<file path="src/rtl/dogx_output_serializer.sv">
// dogx_output_serializer
// Boxcar decimator (accumulate-and-dump over 2^DEC_LOG2 samples) feeding a
// small word FIFO, followed by a 16-bit MSB-first serial framer with frame
// sync and a CLK_24M/2 bit clock.
// Optional build macro: DOGX_SER_PARITY_EN -- frame bit 15 carries even parity
// over frame bits [14:0] instead of the sign extension.
module dogx_output_serializer #(
  parameter int DEC_LOG2   = 2,
  parameter int FIFO_DEPTH = 4
) (
  input  logic        CLK_24M,
  input  logic        reset_n,
  input  logic        enable,
  input  logic        sample_valid,
  input  logic [10:0] converter_output,
  output logic        SCK_OUT,
  output logic        SDO,
  output logic        FS,
  output logic        fifo_overflow
);

  localparam int ACC_W = 11 + DEC_LOG2;
  localparam int CNT_W = (DEC_LOG2 > 0) ? DEC_LOG2 : 1;
  localparam int PTR_W = $clog2(FIFO_DEPTH);
  // With DEC_LOG2 = 0 the counter is a single bit pinned at 0, so every
  // accepted sample is a dump.
  localparam logic [CNT_W-1:0] CNT_LAST = CNT_W'((1 << DEC_LOG2) - 1);

  typedef enum logic {IDLE = 1'b0, SHIFT = 1'b1} state_t;

  // Decimator
  logic signed [ACC_W-1:0] acc_reg;
  logic [CNT_W-1:0]        cnt_reg;
  logic signed [ACC_W-1:0] sample_ext;
  logic signed [ACC_W-1:0] sum;
  logic                    accept;
  logic                    dump;
  logic [15:0]             push_word;

  // FIFO
  logic [15:0]    mem_reg [FIFO_DEPTH];
  logic [PTR_W:0] wr_ptr_reg;
  logic [PTR_W:0] rd_ptr_reg;
  logic           fifo_empty;
  logic           fifo_full;
  logic           fifo_avail;
  logic           push;
  logic           pop;
  logic [15:0]    head_word;
  logic [15:0]    load_word;
  logic           overflow_reg;

  // Serializer
  state_t      state_reg, state_next;
  logic        ph_reg, ph_next;
  logic [3:0]  bitcnt_reg, bitcnt_next;
  logic [15:0] sr_reg, sr_next;
  logic        sck_reg, sdo_reg, fs_reg;

  assign sample_ext = ACC_W'($signed(converter_output));
  assign sum        = acc_reg + sample_ext;
  assign accept     = sample_valid && enable;
  assign dump       = accept && (cnt_reg == CNT_LAST);
  assign push_word  = 16'(sum);

  // Accumulate-and-dump; enable low discards any partial sum.
  always_ff @(posedge CLK_24M) begin
    if (!reset_n || !enable) begin
      acc_reg <= '0;
      cnt_reg <= '0;
    end else if (sample_valid) begin
      if (cnt_reg == CNT_LAST) begin
        acc_reg <= '0;
        cnt_reg <= '0;
      end else begin
        acc_reg <= sum;
        cnt_reg <= cnt_reg + CNT_W'(1);
      end
    end
  end

  // Pointers carry one extra wrap bit to tell full from empty.
  assign fifo_empty = (wr_ptr_reg == rd_ptr_reg);
  assign fifo_full  = (wr_ptr_reg[PTR_W] != rd_ptr_reg[PTR_W]) &&
                      (wr_ptr_reg[PTR_W-1:0] == rd_ptr_reg[PTR_W-1:0]);
  // Gating with enable keeps queued words from being launched while they are
  // being flushed.
  assign fifo_avail = enable && !fifo_empty;
  // A simultaneous pop frees the slot, so a push into a full FIFO still lands.
  assign push       = dump && (!fifo_full || pop);
  assign head_word  = mem_reg[rd_ptr_reg[PTR_W-1:0]];

`ifdef DOGX_SER_PARITY_EN
  assign load_word = {^head_word[14:0], head_word[14:0]};
`else
  assign load_word = head_word;
`endif

  // FIFO storage write port.
  always_ff @(posedge CLK_24M) begin
    if (push) begin
      mem_reg[wr_ptr_reg[PTR_W-1:0]] <= push_word;
    end
  end

  // FIFO pointers; enable low empties the FIFO every cycle.
  always_ff @(posedge CLK_24M) begin
    if (!reset_n || !enable) begin
      wr_ptr_reg <= '0;
      rd_ptr_reg <= '0;
    end else begin
      if (push) wr_ptr_reg <= wr_ptr_reg + (PTR_W+1)'(1);
      if (pop)  rd_ptr_reg <= rd_ptr_reg + (PTR_W+1)'(1);
    end
  end

  // Sticky drop flag, cleared by reset or enable low.
  always_ff @(posedge CLK_24M) begin
    if (!reset_n || !enable) begin
      overflow_reg <= 1'b0;
    end else if (dump && fifo_full && !pop) begin
      overflow_reg <= 1'b1;
    end
  end

  // Serializer state, shift register and output flops.
  always_ff @(posedge CLK_24M) begin
    if (!reset_n) begin
      state_reg  <= IDLE;
      ph_reg     <= 1'b0;
      bitcnt_reg <= 4'd0;
      sr_reg     <= 16'd0;
      sck_reg    <= 1'b0;
      sdo_reg    <= 1'b0;
      fs_reg     <= 1'b0;
    end else begin
      state_reg  <= state_next;
      ph_reg     <= ph_next;
      bitcnt_reg <= bitcnt_next;
      sr_reg     <= sr_next;
      // Outputs are computed from the next state so the pins are pure flops.
      sck_reg    <= (state_next == SHIFT) && ph_next;
      sdo_reg    <= (state_next == SHIFT) && sr_next[15];
      fs_reg     <= (state_next == SHIFT) && (bitcnt_next == 4'd15);
    end
  end

  // Next-state logic: load/pop on IDLE or last bit, shift after each SCK high.
  always_comb begin
    state_next  = state_reg;
    ph_next     = ph_reg;
    bitcnt_next = bitcnt_reg;
    sr_next     = sr_reg;
    pop         = 1'b0;
    case (state_reg)
      IDLE: begin
        if (fifo_avail) begin
          pop         = 1'b1;
          sr_next     = load_word;
          ph_next     = 1'b0;
          bitcnt_next = 4'd15;
          state_next  = SHIFT;
        end
      end
      SHIFT: begin
        if (!ph_reg) begin
          ph_next = 1'b1;
        end else if (bitcnt_reg == 4'd0) begin
          ph_next = 1'b0;
          if (fifo_avail) begin
            pop         = 1'b1;
            sr_next     = load_word;
            bitcnt_next = 4'd15;
          end else begin
            state_next = IDLE;
          end
        end else begin
          ph_next     = 1'b0;
          sr_next     = {sr_reg[14:0], 1'b0};
          bitcnt_next = bitcnt_reg - 4'd1;
        end
      end
      default: state_next = IDLE;
    endcase
  end

  assign SCK_OUT       = sck_reg;
  assign SDO           = sdo_reg;
  assign FS            = fs_reg;
  assign fifo_overflow = overflow_reg;

endmodule

</file>
<file path="config.mk">
export PLATFORM = sky130hd
export DESIGN_NAME = dogx_output_serializer
export DESIGN_NICKNAME = d
export VERILOG_FILES = /design/src/rtl/dogx_output_serializer.sv
export SDC_FILE = /design/constraint.sdc
export NUM_CORES = 1
export LEC_CHECK = 0
export CORE_ASPECT_RATIO = 0.7
export CORE_MARGIN = 2
export CORE_UTILIZATION = 40
export DETAILED_ROUTE_END_ITERATION = 8
export MAX_ROUTING_LAYER = met4
export SLEW_MARGIN = 20
export SYNTH_ARGS = -nofsm -noshare
export SYNTH_HDL_FRONTEND = slang
export SYNTH_SLANG_ARGS = --single-unit
export TNS_END_PERCENT = 1
</file>
<file path="constraint.sdc">
create_clock -name CLK_24M -period 2.45 [get_ports CLK_24M]
set_input_delay 0.3675 -clock CLK_24M [delete_from_list [all_inputs] [get_ports CLK_24M]]
set_output_delay 0.3675 -clock CLK_24M [all_outputs]
set_load 0.02 [all_outputs]
</file>
==> flow_summary_export.csv <==
group,metric,value,unit
setup_path,path_cells,"clkdlybuf4s50_1 -> ha_1 -> fa_1 -> a21o_1 -> a41oi_2 -> a211oi_1 -> nand4b_1 -> xor2_1",
cts,tritoncts,"done",
cells_and_area,largest_register_ffs,52,
power_and_ir_drop,power,3.52,mW
setup_path,cpPeakStageDelay,0.41,ns
grt,track_usage,16.8,%
cts,cts_num_sinks,101,
synthesis,synth.area.top_cells,"edfxtp_1 (34%), dfxtp_1 (21%), mux4_2 (6.4%)",
cts,path_clk_slew,0.07,ns
synthesis,synth_top_area_share,34.1,%
sta,hold_viol_final,0,
sta,clock_skew,0.00779,ns
cts,cts_buffers,9,
cells_and_area,mostFrequentLayoutCell,"edfxtp_1",
sta,tightestPinTransition,0.602,ns
synthesis,ys_ff_latch,101,
sta,max-slew-margin-rel,59.6,%
sta,drv_slew,0,
cells_and_area,drive_above_1_share,17.2,%
detailed_routing,drtIter0Drc,227,
detailed_routing,drc,0,
detailed_routing,wl,9210,um
sta,final.setup.worst_slack,0.147,ns
place,gp_congestion,0.844,
setup_path,path_class,"input pin to register",
cells_and_area,nFillCells,1009,
die,die_w,132,um
cts,insertion_delay,0.34,ns
detailed_routing,avgRoutedWirePerCell,15.8,um
synthesis,synth_nets,417,
synthesis,syn_area_per_cell,12.0,sq um
setup_path,cp-end-kind,"register",
grt,grt_max_degree,18,
die,ios,19,
sta,fin_crit_sh,94.0,%
die,die_y,93.6,um
cells_and_area,finish.utilization,48.9,%
place,portBuffers,18,
synthesis,synth_area,0.00459,sq mm
synthesis,synth_cells,381,
setup_path,cp-start-kind,"input pin",
setup_path,cp_num_buf_inv,1,
detailed_routing,ant_nets,0,
synthesis,yosys.area.top_type,"edfxtp_1",
detailed_routing,detail_route.first_pass.iterations,7,
synthesis,synth_cell_types,53,
sta,setup_viol,0,
cts,clockBufferDepth,2,
synthesis,synth_edf_count,52,
setup_path,crit_arrival,2.38,ns
die,rows,32,
detailed_routing,via_per_inst,5.13,
setup_path,crit_family,"adder cells",
sta,holdWs,0.486,ns
hold_path,hold_class,"register to register",
power_and_ir_drop,power_density,648,mW/mm^2
detailed_routing,vias,2991,
run_status,status,"completed",
cts,h-tree-depth,3,
setup_path,worstPathMaxFanout,4,
setup_path,critPathRequiredTime,2.52,ns
die,initial_utilization,41.3,%
cells_and_area,areaGrowthSynthToFinish,18.4,%
power_and_ir_drop,p_leak,1.97,nW
die,coreArea,0.0111,sq mm
cells_and_area,final_cell_mix,"edfxtp_1 (52), dfxtp_1 (49), nor2_1 (41), a21oi_1 (31), buf_4 (30)",
place,hpwl,6520,um
power_and_ir_drop,ir_drop,0.000397,V
sta,period_minus_slack,2.30,ns
grt,grt_pass1_wl,15500,um
die,die_area,0.0124,sq mm
synthesis,synth_warnings,0,
setup_path,slowest_stage,"clkdlybuf4s50_1",
run,maxCapViolCount,0,
synthesis,yosysSeqAreaShare,55.4,%
cts,clockRootBuffer,"clkbuf_16",
cells_and_area,diodes,0,
cells_and_area,nets,461,
synthesis,synth_top_flop_cell,"edfxtp_1",
grt,grt_pass1_vias,3038,
place,pre_cts_ws,-0.325,ns
grt,antenna_found_initial,0,
grt,overflow,0,
sta,max_freq,0.434,GHz
synthesis,async_flop_share,0,%
routing by layer:
layer / vias to the layer above / wire [um] / GRT usage, %
li1: 1504 / - / -
met1: 1433 / 4790 / 23.2
met2: 52 / 4110 / 24.8
met3: 2 / 288 / 3.79
met4: 0 / 24 / 4.98
met5: - / 0 / -
worst register-to-register path, stage by stage (launching register included):
cell and delay (ns):
dfxtp_1 0.35, inv_1 0.10, ha_1 0.19, nand2b_1 0.18, o21ai_4 0.33, o2111a_2 0.34
and2_2 0.39
cells in the mapped netlist, types with 2 or more instances:
library cell / instances
clkbuf_1: 8
nand2b_1: 6
o21ai_0: 11
a21oi_1: 32
and2_2: 3
a41oi_1: 2
a221oi_1: 2
a222oi_1: 11
mux4_2: 13
nor2_1: 41
nand3_1: 5
and2_1: 5
and2_4: 2
nand4b_1: 2
a211oi_1: 2
xnor2_1: 8
a22oi_1: 2
nor3_1: 2
nand2_1: 18
a2111oi_0: 2
o211ai_1: 2
a21o_1: 4
buf_6: 2
edfxtp_1: 52
dfxtp_1: 49
ha_1: 20
o32ai_1: 4
xor2_1: 9
buf_2: 3
a21boi_0: 2
inv_1: 17
mux2i_1: 4
nor2b_1: 15
o21bai_1: 2
cells by family after synthesis:
kind of cell | share of synthesized area (%)
flip-flops | 55.4
multiplexers | 7.50
adder cells (fa/ha/maj) | 5.89
AND/OR/NAND/NOR | 11.6
buffers and inverters | 3.19
XOR/XNOR | 3.25
AO/OA/AOI/OAI | 13.2
stage by stage:
| stage | TNS, ns | cell area (sq um) | cells |
|---|---|---|---|
| global route | -0.0386 | 5430 | 583 |
| finish | 0 | 5430 | 583 |
| floorplan | 0 | 4590 | 381 |
| global placement | -4.31 | 5100 | 567 |
| CTS | 0 | 5400 | 583 |
| detailed placement | -5.06 | 5100 | 567 |
final timing paths:
kind                                           from             end  slack (ns)  cells past startpoint
worst max-delay path            converter_output[0]  mem_reg[0][14]        0.15                      8
worst min-delay path                     sr_reg[12]      sr_reg[13]        0.49                      2
worst max register to register        bitcnt_reg[0]   mem_reg[2][9]        0.22                      6
worst min register to register           sr_reg[12]      sr_reg[13]        0.49                      2
report_power, final:
| part | switching, mW | leakage, nW | total (mW) | internal [mW] |
|---|---|---|---|---|
| Clock | 0.625 | 0.144 | 1.43 | 0.802 |
| Combinational | 0.151 | 0.960 | 0.275 | 0.124 |
| Sequential | 0.00705 | 0.862 | 1.82 | 1.81 |
| Total | 0.783 | 1.97 | 3.52 | 2.74 |
timing repair:
action,CTS,global route
setup buffers,0,0
gates resized for setup,0,6
hold buffers,0,0
endpoints found under the hold margin,0,0
setup endpoints to repair,0,53
area by class of cell:
cell class / count / area, sq um / share of cell area (%)
inverters: 18 / 67.6 / 1.24
multi-input cells: 247 / 1920 / 35.4
clock inverters: 6 / 68.8 / 1.27
well taps: 153 / 191 / 3.53
flip-flops and latches: 101 / 2540 / 46.8
repair buffers: 48 / 405 / 7.47
clock buffers: 10 / 229 / 4.22
Note: power is estimated with default switching activity, not from simulation.
